## config.mk

```make
export PLATFORM = sky130hd
export DESIGN_NAME = apu_shared_unit_arbiter
export DESIGN_NICKNAME = d
export VERILOG_FILES = /design/src/rtl/apu_shared_unit_arbiter.sv
export SDC_FILE = /design/constraint.sdc
export NUM_CORES = 1
export LEC_CHECK = 0
export ABC_AREA = 1
export ABC_CLOCK_PERIOD_IN_PS = 4740
export CAP_MARGIN = 10
export CORE_AREA = 2 2 230 232
export CTS_CLUSTER_SIZE = 30
export DETAILED_ROUTE_END_ITERATION = 16
export DIE_AREA = 0 0 232 234
export GPL_TIMING_DRIVEN = 1
export MAX_ROUTING_LAYER = met4
export SYNTH_ARGS = -nofsm -noshare
export SYNTH_HDL_FRONTEND = slang
export SYNTH_SLANG_ARGS = --single-unit
```

## constraint.sdc

```tcl
create_clock -name clk_i -period 4.74 [get_ports clk_i]
set_input_delay 1.422 -clock clk_i [delete_from_list [all_inputs] [get_ports clk_i]]
set_output_delay 1.422 -clock clk_i [all_outputs]
set_load 0.02 [all_outputs]
```

## src/rtl/apu_shared_unit_arbiter.sv

```systemverilog
// apu_shared_unit_arbiter: round-robin front-end that lets NB_CORES cores share
// one APU execution unit, tracks the owner of each in-flight op and routes the
// result back to that owner.
//
// Handshake: a core raises req_i[c] and holds it (with its operands, opcode
// and flags stable) until it sees gnt_o[c]=1 in the same cycle; that cycle
// consumes the request and issues it to the unit. Exactly LATENCY cycles later
// rvalid_o[c] pulses for one cycle while result_o/rflags_o carry the result.
// There is no back-pressure on results: the core must accept them.
module apu_shared_unit_arbiter #(
  parameter int NB_CORES   = 4,
  parameter int DATA_WIDTH = 32,
  parameter int NARGS      = 3,
  parameter int WOP        = 1,
  parameter int NDSFLAGS   = 3,
  parameter int NUSFLAGS   = 5,
  parameter int LATENCY    = 1,
  parameter int PIPELINED  = 1
) (
  input  logic                                  clk_i,
  input  logic                                  rst_i,
  input  logic [NB_CORES-1:0]                   req_i,
  output logic [NB_CORES-1:0]                   gnt_o,
  input  logic [NB_CORES*NARGS*DATA_WIDTH-1:0]  operands_i,
  input  logic [NB_CORES*WOP-1:0]               op_i,
  input  logic [NB_CORES*NDSFLAGS-1:0]          flags_i,
  output logic [NB_CORES-1:0]                   rvalid_o,
  output logic [DATA_WIDTH-1:0]                 result_o,
  output logic [NUSFLAGS-1:0]                   rflags_o,
  output logic                                  unit_en_o,
  output logic [NARGS*DATA_WIDTH-1:0]           unit_operands_o,
  output logic [WOP-1:0]                        unit_op_o,
  output logic [NDSFLAGS-1:0]                   unit_flags_o,
  input  logic [DATA_WIDTH-1:0]                 unit_result_i,
  input  logic [NUSFLAGS-1:0]                   unit_flags_i,
  output logic                                  busy_o,
  output logic                                  dbg_state_o  // 1 = iterative FSM in BUSY
);

  localparam int RRW = $clog2(NB_CORES);
  localparam int OPW = NARGS * DATA_WIDTH;

  logic [RRW-1:0]      rr_q, rr_d;
  logic [RRW-1:0]      winner, idx;
  logic                found;
  logic                iter_idle;
  logic                grant_en;
  logic [NB_CORES-1:0] rvalid_raw;
  logic                busy_int;

  // Round-robin search: first requesting core starting at rr_q, wrapping.
  always_comb begin
    found  = 1'b0;
    winner = '0;
    idx    = '0;
    for (int i = 0; i < NB_CORES; i++) begin
      idx = RRW'((int'(rr_q) + i) % NB_CORES);
      if (!found && req_i[idx]) begin
        found  = 1'b1;
        winner = idx;
      end
    end
  end

  // Grants are suppressed in reset and while an iterative unit is occupied.
  assign grant_en = !rst_i && iter_idle;

  // One-hot grant to the search winner.
  always_comb begin
    gnt_o = '0;
    if (grant_en && found) gnt_o[winner] = 1'b1;
  end

  assign unit_en_o = |gnt_o;

  // Pointer moves just past the core that was served; holds otherwise.
  always_comb begin
    rr_d = rr_q;
    if (unit_en_o) rr_d = (winner == RRW'(NB_CORES - 1)) ? '0 : winner + 1'b1;
  end

  // Round-robin pointer register.
  always_ff @(posedge clk_i) begin
    if (rst_i) rr_q <= '0;
    else       rr_q <= rr_d;
  end

  // Issue mux: the winner's slices go to the unit; zeros when nothing issues.
  always_comb begin
    unit_operands_o = '0;
    unit_op_o       = '0;
    unit_flags_o    = '0;
    if (unit_en_o) begin
      unit_operands_o = operands_i[int'(winner)*OPW +: OPW];
      unit_op_o       = op_i[int'(winner)*WOP +: WOP];
      unit_flags_o    = flags_i[int'(winner)*NDSFLAGS +: NDSFLAGS];
    end
  end

  assign result_o = unit_result_i;
  assign rflags_o = unit_flags_i;
  assign rvalid_o = rst_i ? '0 : rvalid_raw;
  assign busy_o   = busy_int;

  if (LATENCY == 0) begin : g_lat0
    // Combinational unit: the result belongs to whoever is granted now.
    assign rvalid_raw  = gnt_o;
    assign busy_int    = 1'b0;
    assign iter_idle   = 1'b1;
    assign dbg_state_o = 1'b0;
  end else if (PIPELINED != 0) begin : g_pipe
    logic [LATENCY-1:0] tag_v_q;
    logic [RRW-1:0]     tag_own_q [LATENCY];

    // Owner tags travel alongside the unit's pipe registers.
    always_ff @(posedge clk_i) begin
      if (rst_i) begin
        tag_v_q <= '0;
        for (int s = 0; s < LATENCY; s++) tag_own_q[s] <= '0;
      end else begin
        tag_v_q[0]   <= unit_en_o;
        tag_own_q[0] <= winner;
        for (int s = 1; s < LATENCY; s++) begin
          tag_v_q[s]   <= tag_v_q[s-1];
          tag_own_q[s] <= tag_own_q[s-1];
        end
      end
    end

    // Last stage valid means the unit output belongs to that owner this cycle.
    always_comb begin
      rvalid_raw = '0;
      if (tag_v_q[LATENCY-1]) rvalid_raw[tag_own_q[LATENCY-1]] = 1'b1;
    end

    assign busy_int    = |tag_v_q;
    assign iter_idle   = 1'b1;
    assign dbg_state_o = 1'b0;
  end else begin : g_iter
    typedef enum logic {S_IDLE, S_BUSY} state_e;
    state_e         state_q, state_d;
    logic [RRW-1:0] own_q, own_d;
    logic [3:0]     cnt_q, cnt_d;

    // FSM state, owner and countdown registers.
    always_ff @(posedge clk_i) begin
      if (rst_i) begin
        state_q <= S_IDLE;
        own_q   <= '0;
        cnt_q   <= '0;
      end else begin
        state_q <= state_d;
        own_q   <= own_d;
        cnt_q   <= cnt_d;
      end
    end

    // Single op in flight: count down LATENCY cycles, then hand back result.
    always_comb begin
      state_d    = state_q;
      own_d      = own_q;
      cnt_d      = cnt_q;
      rvalid_raw = '0;
      case (state_q)
        S_IDLE: begin
          if (unit_en_o) begin
            state_d = S_BUSY;
            own_d   = winner;
            cnt_d   = 4'(LATENCY - 1);
          end
        end
        S_BUSY: begin
          if (cnt_q == '0) begin
            rvalid_raw[own_q] = 1'b1;
            state_d           = S_IDLE;
          end else begin
            cnt_d = cnt_q - 1'b1;
          end
        end
        default: state_d = S_IDLE;
      endcase
    end

    assign iter_idle   = (state_q == S_IDLE);
    assign busy_int    = (state_q == S_BUSY);
    assign dbg_state_o = busy_int;
  end

endmodule

```

==> summary.txt <==
Critical path
  – Crit path capture type: output pin
  – CP Data Required Time: around 3.3 ns
  – FF-to-FF End: rr_q[1]
  – Worst EP arrival: approximately 3.5 ns
  – Crit-path max cell delay: ~0.18 ns
  – Reg2reg setup slack: 2.27 ns
  – CP Launch Type: input pin
  – Worst Path Max Fanout: 4
  – R2R cell count: 18
  – Crit Path Class: input pin to output pin
  – Worst path top cell family by delay: buffers and inverters
  – CP max-delay cell: ha_4
  – Crit path cell chain: buf_12 -> nand2_2 -> o21ai_4 -> nand2_2 -> nand2_2 -> nand2_2 -> nand2_2 -> nand2_4 -> nand3_4 -> ha_4 -> inv_2 -> nor2_4 -> nor2_4 -> nand2_8 -> buf_12 -> buf_16 -> buf_12 -> buf_8 -> buf_6 -> nand2_4 -> inv_2 -> buf_6
  – WP buf/inv: 9
  – Crit. path cell count: 22
  – Reg2reg start: rr_q[1]
  – Crit-path most repeated cell: nand2_2

CTS
  – CTS tree: yes
  – Sink Count: 5
  – Num CTS Buffers: 3
  – CTS root buffer: clkbuf_16
  – Clock Latency Late Sink: 0.23 ns
  – CTS clock-pin slew for the worst setup and hold paths: ~0.040 ns
  – CTS Buffer Depth: 2
  – H-tree Lvls: 1

Layout
  – Filler cell count: about 5700
  – Antenna diodes: 0
  – Post-route cell area: ~15000 sq um
  – Layout cell share with drive strength beyond 1: around 28%
  – Seq. cell area: approximately 100 sq um
  – Final #Nets: roughly 2400
  – Finished Layout Cells: 2666
  – Area growth syn-to-layout: 125.9%
  – Area of the multi-input gates: 4598 sq um
  – Commonest cells after routing, fill and taps aside: nand2_1, clkdlybuf4s50_1, inv_1
  – Most common cell after layout, fill and taps aside: nand2_1

STA
  – RSZ-0062 raised after global routing: true
  – Period Utilization, post-route: 103.4%
  – Final Hold Fails: 0
  – Period minus WS final: just under 5 ns
  – Count of pins over their slew limit: 0
  – Slew HR: between 50% and 60%
  – Final Skew: 0.002521 ns
  – Worst setup margin: -0.1610 ns
  – Worst hold slack: 0.7308 ns
  – Final setup vio count: a little under 70
  – Achievable Freq: around 0.2 GHz
  – Worst-Margin Slew: approximately 0.63 ns

Route
  – Vias post-DR: approximately 10000
  – Avg WL per Cell: between 15 and 20 microns
  – DRC viols: 0
  – Antenna Nets Post-Route: 0
  – First-pass iteration count of the detailed router: 5
  – Initial DRC Count: 442
  – DR vias/cell: slightly below 4
  – Final WL: between 40000 and 50000 microns

Floorplan
  – Die width: ~230 microns
  – Initial Util: between 10 and 15%
  – Std-Cell Rows: 84
  – Die Span Y: ~230 microns
  – Die area: ~54000 sq um
  – I/O Pins: around 590
  – Core area: between 50000 and 60000 sq um

Synthesis
  – Mean Syn Cell Area: about 4.5 sq um
  – Mapped Area: 6507 sq um
  – Sequential share of the synthesized area: under 10%
  – Share of the synthesized area in the top cell type: 29.88%
  – Syn_nets: about 1900
  – Count of cell types in the netlist: 25
  – Warning count from the yosys run: 0
  – Yosys reg bits: 5
  – Synth area leaders: nand2_1, inv_1, nand4_1
  – Post-synthesis cell count: between 1000 and 1500
  – Synth area leader: nand2_1

Hold path
  – Worst Hold End: rr_q[0]
  – Min-delay src: rr_q[0]
  – Path type of the worst min-delay path: flip-flop to flip-flop
  – Hold path cells: 4

GRT
  – Met2 usage: a little under a quarter
  – Largest net degree at the start of global routing: between 50 and 60
  – GRT Total Usage: about 14%
  – GR Layer Usage met1: 17.13%
  – GRT busiest layer: met2
  – Vias in the first global route: about 9200
  – Grt met3 use: between 1.5 and 2%
  – Initial antenna violation count: 1
  – Grt ovf: 0
  – Global-route wire length before repair: approximately 55000 microns

Placement
  – Placer Congestion: about 0.9
  – Buffers on Ports: around 500
  – Cells after DPL: around 2600
  – DP HPWL: approximately 29000 microns
  – DP Area: around 13000 sq um
  – Place WS: -0.9923 ns

Status
  – Status: complete, but fails checks
  – Failing checks: setup timing

Run
  – Max_cap viols: 0
==> cells in the mapped netlist, drive strengths merged <==
| library cell | count |
|---|---|
| nand2 | 548 |
| inv | 419 |
| buf | 115 |
| nand3 | 111 |
| o21ai | 102 |
| nand4 | 101 |
| clkbuf | 23 |
| nor2 | 8 |
| dfxtp | 5 |
| nor3 | 5 |
| a21oi | 1 |
| conb | 1 |
| ha | 1 |
==> routing by layer <==
metal  vias to the layer above  part of all wire [%]
li1                       5302                     -
met1                      4703                    44
met2                       392                    49
met3                        54                   5.3
met4                         0                   1.8
met5                         -                     0
==> state kept, by name (all words and copies together) (netlist names) <==
name and count:
g_pipe.tag_own_q 2, rr_q 2, busy_o 1
==> layout make-up <==
cell class | count | area share (%)
sequential | 5 | 0.6808
inverter | 419 | 10.83
multi-input combinational | 878 | 31.27
timing repair buffer | 672 | 50.82
clock buffer | 4 | 0.5361
tap | 688 | 5.855
==> tightest hold or removal path, stage by stage (launching register included) <==
cell,delay (ns)
dfxtp_1,0.34
inv_2,0.15
nand3_1,0.12
nand2_1,0.05
inv_1,0.05
==> repair_timing <==
action / 4_1_cts / 5_1_grt
cloned: 10 / 23
setup endpoints to repair: 105 / 103
hold buffers: 0 / 0
pin swaps: 30 / 58
gates resized for setup: 615 / 277
setup buffers: 26 / 31
==> cell families (layout without fill, tap and decap cells) <==
| logic type | after synthesis | in the layout | share of synthesized area, % |
|---|---|---|---|
| AOI/OAI and AO/OA | 103 | 103 | 7.979 |
| buffers and inverters | 557 | 1095 | 37.42 |
| and+or+nand+nor | 773 | 773 | 52.82 |
| DFF | 5 | 5 | 1.538 |
| adders and majority gates | 1 | 1 | 0.1922 |
| other | 1 | 1 | 0.05763 |
==> worst max-delay path by stage <==
stage	start	endpoint
3_3_place_gp	req_i[0]	unit_operands_o[2]
4_1_cts	req_i[0]	unit_flags_o[2]
2_1_floorplan	req_i[2]	unit_operands_o[10]
5_1_grt	req_i[2]	unit_flags_o[2]
6_report	req_i[3]	unit_flags_o[2]
3_5_place_dp	req_i[0]	unit_operands_o[2]
==> metrics by stage <==
stage,TNS (ns),util (%)
detailed placement,-94.61,24.08
global placement,-93.77,24.08
finish,-3.063,28.26
CTS,-5.488,25.32
floorplan,0,-
global route,-13.75,28.26
Power of run 1 is not shown: default switching activity piles up to over one toggle a cycle in this logic, so the estimate is an artifact.
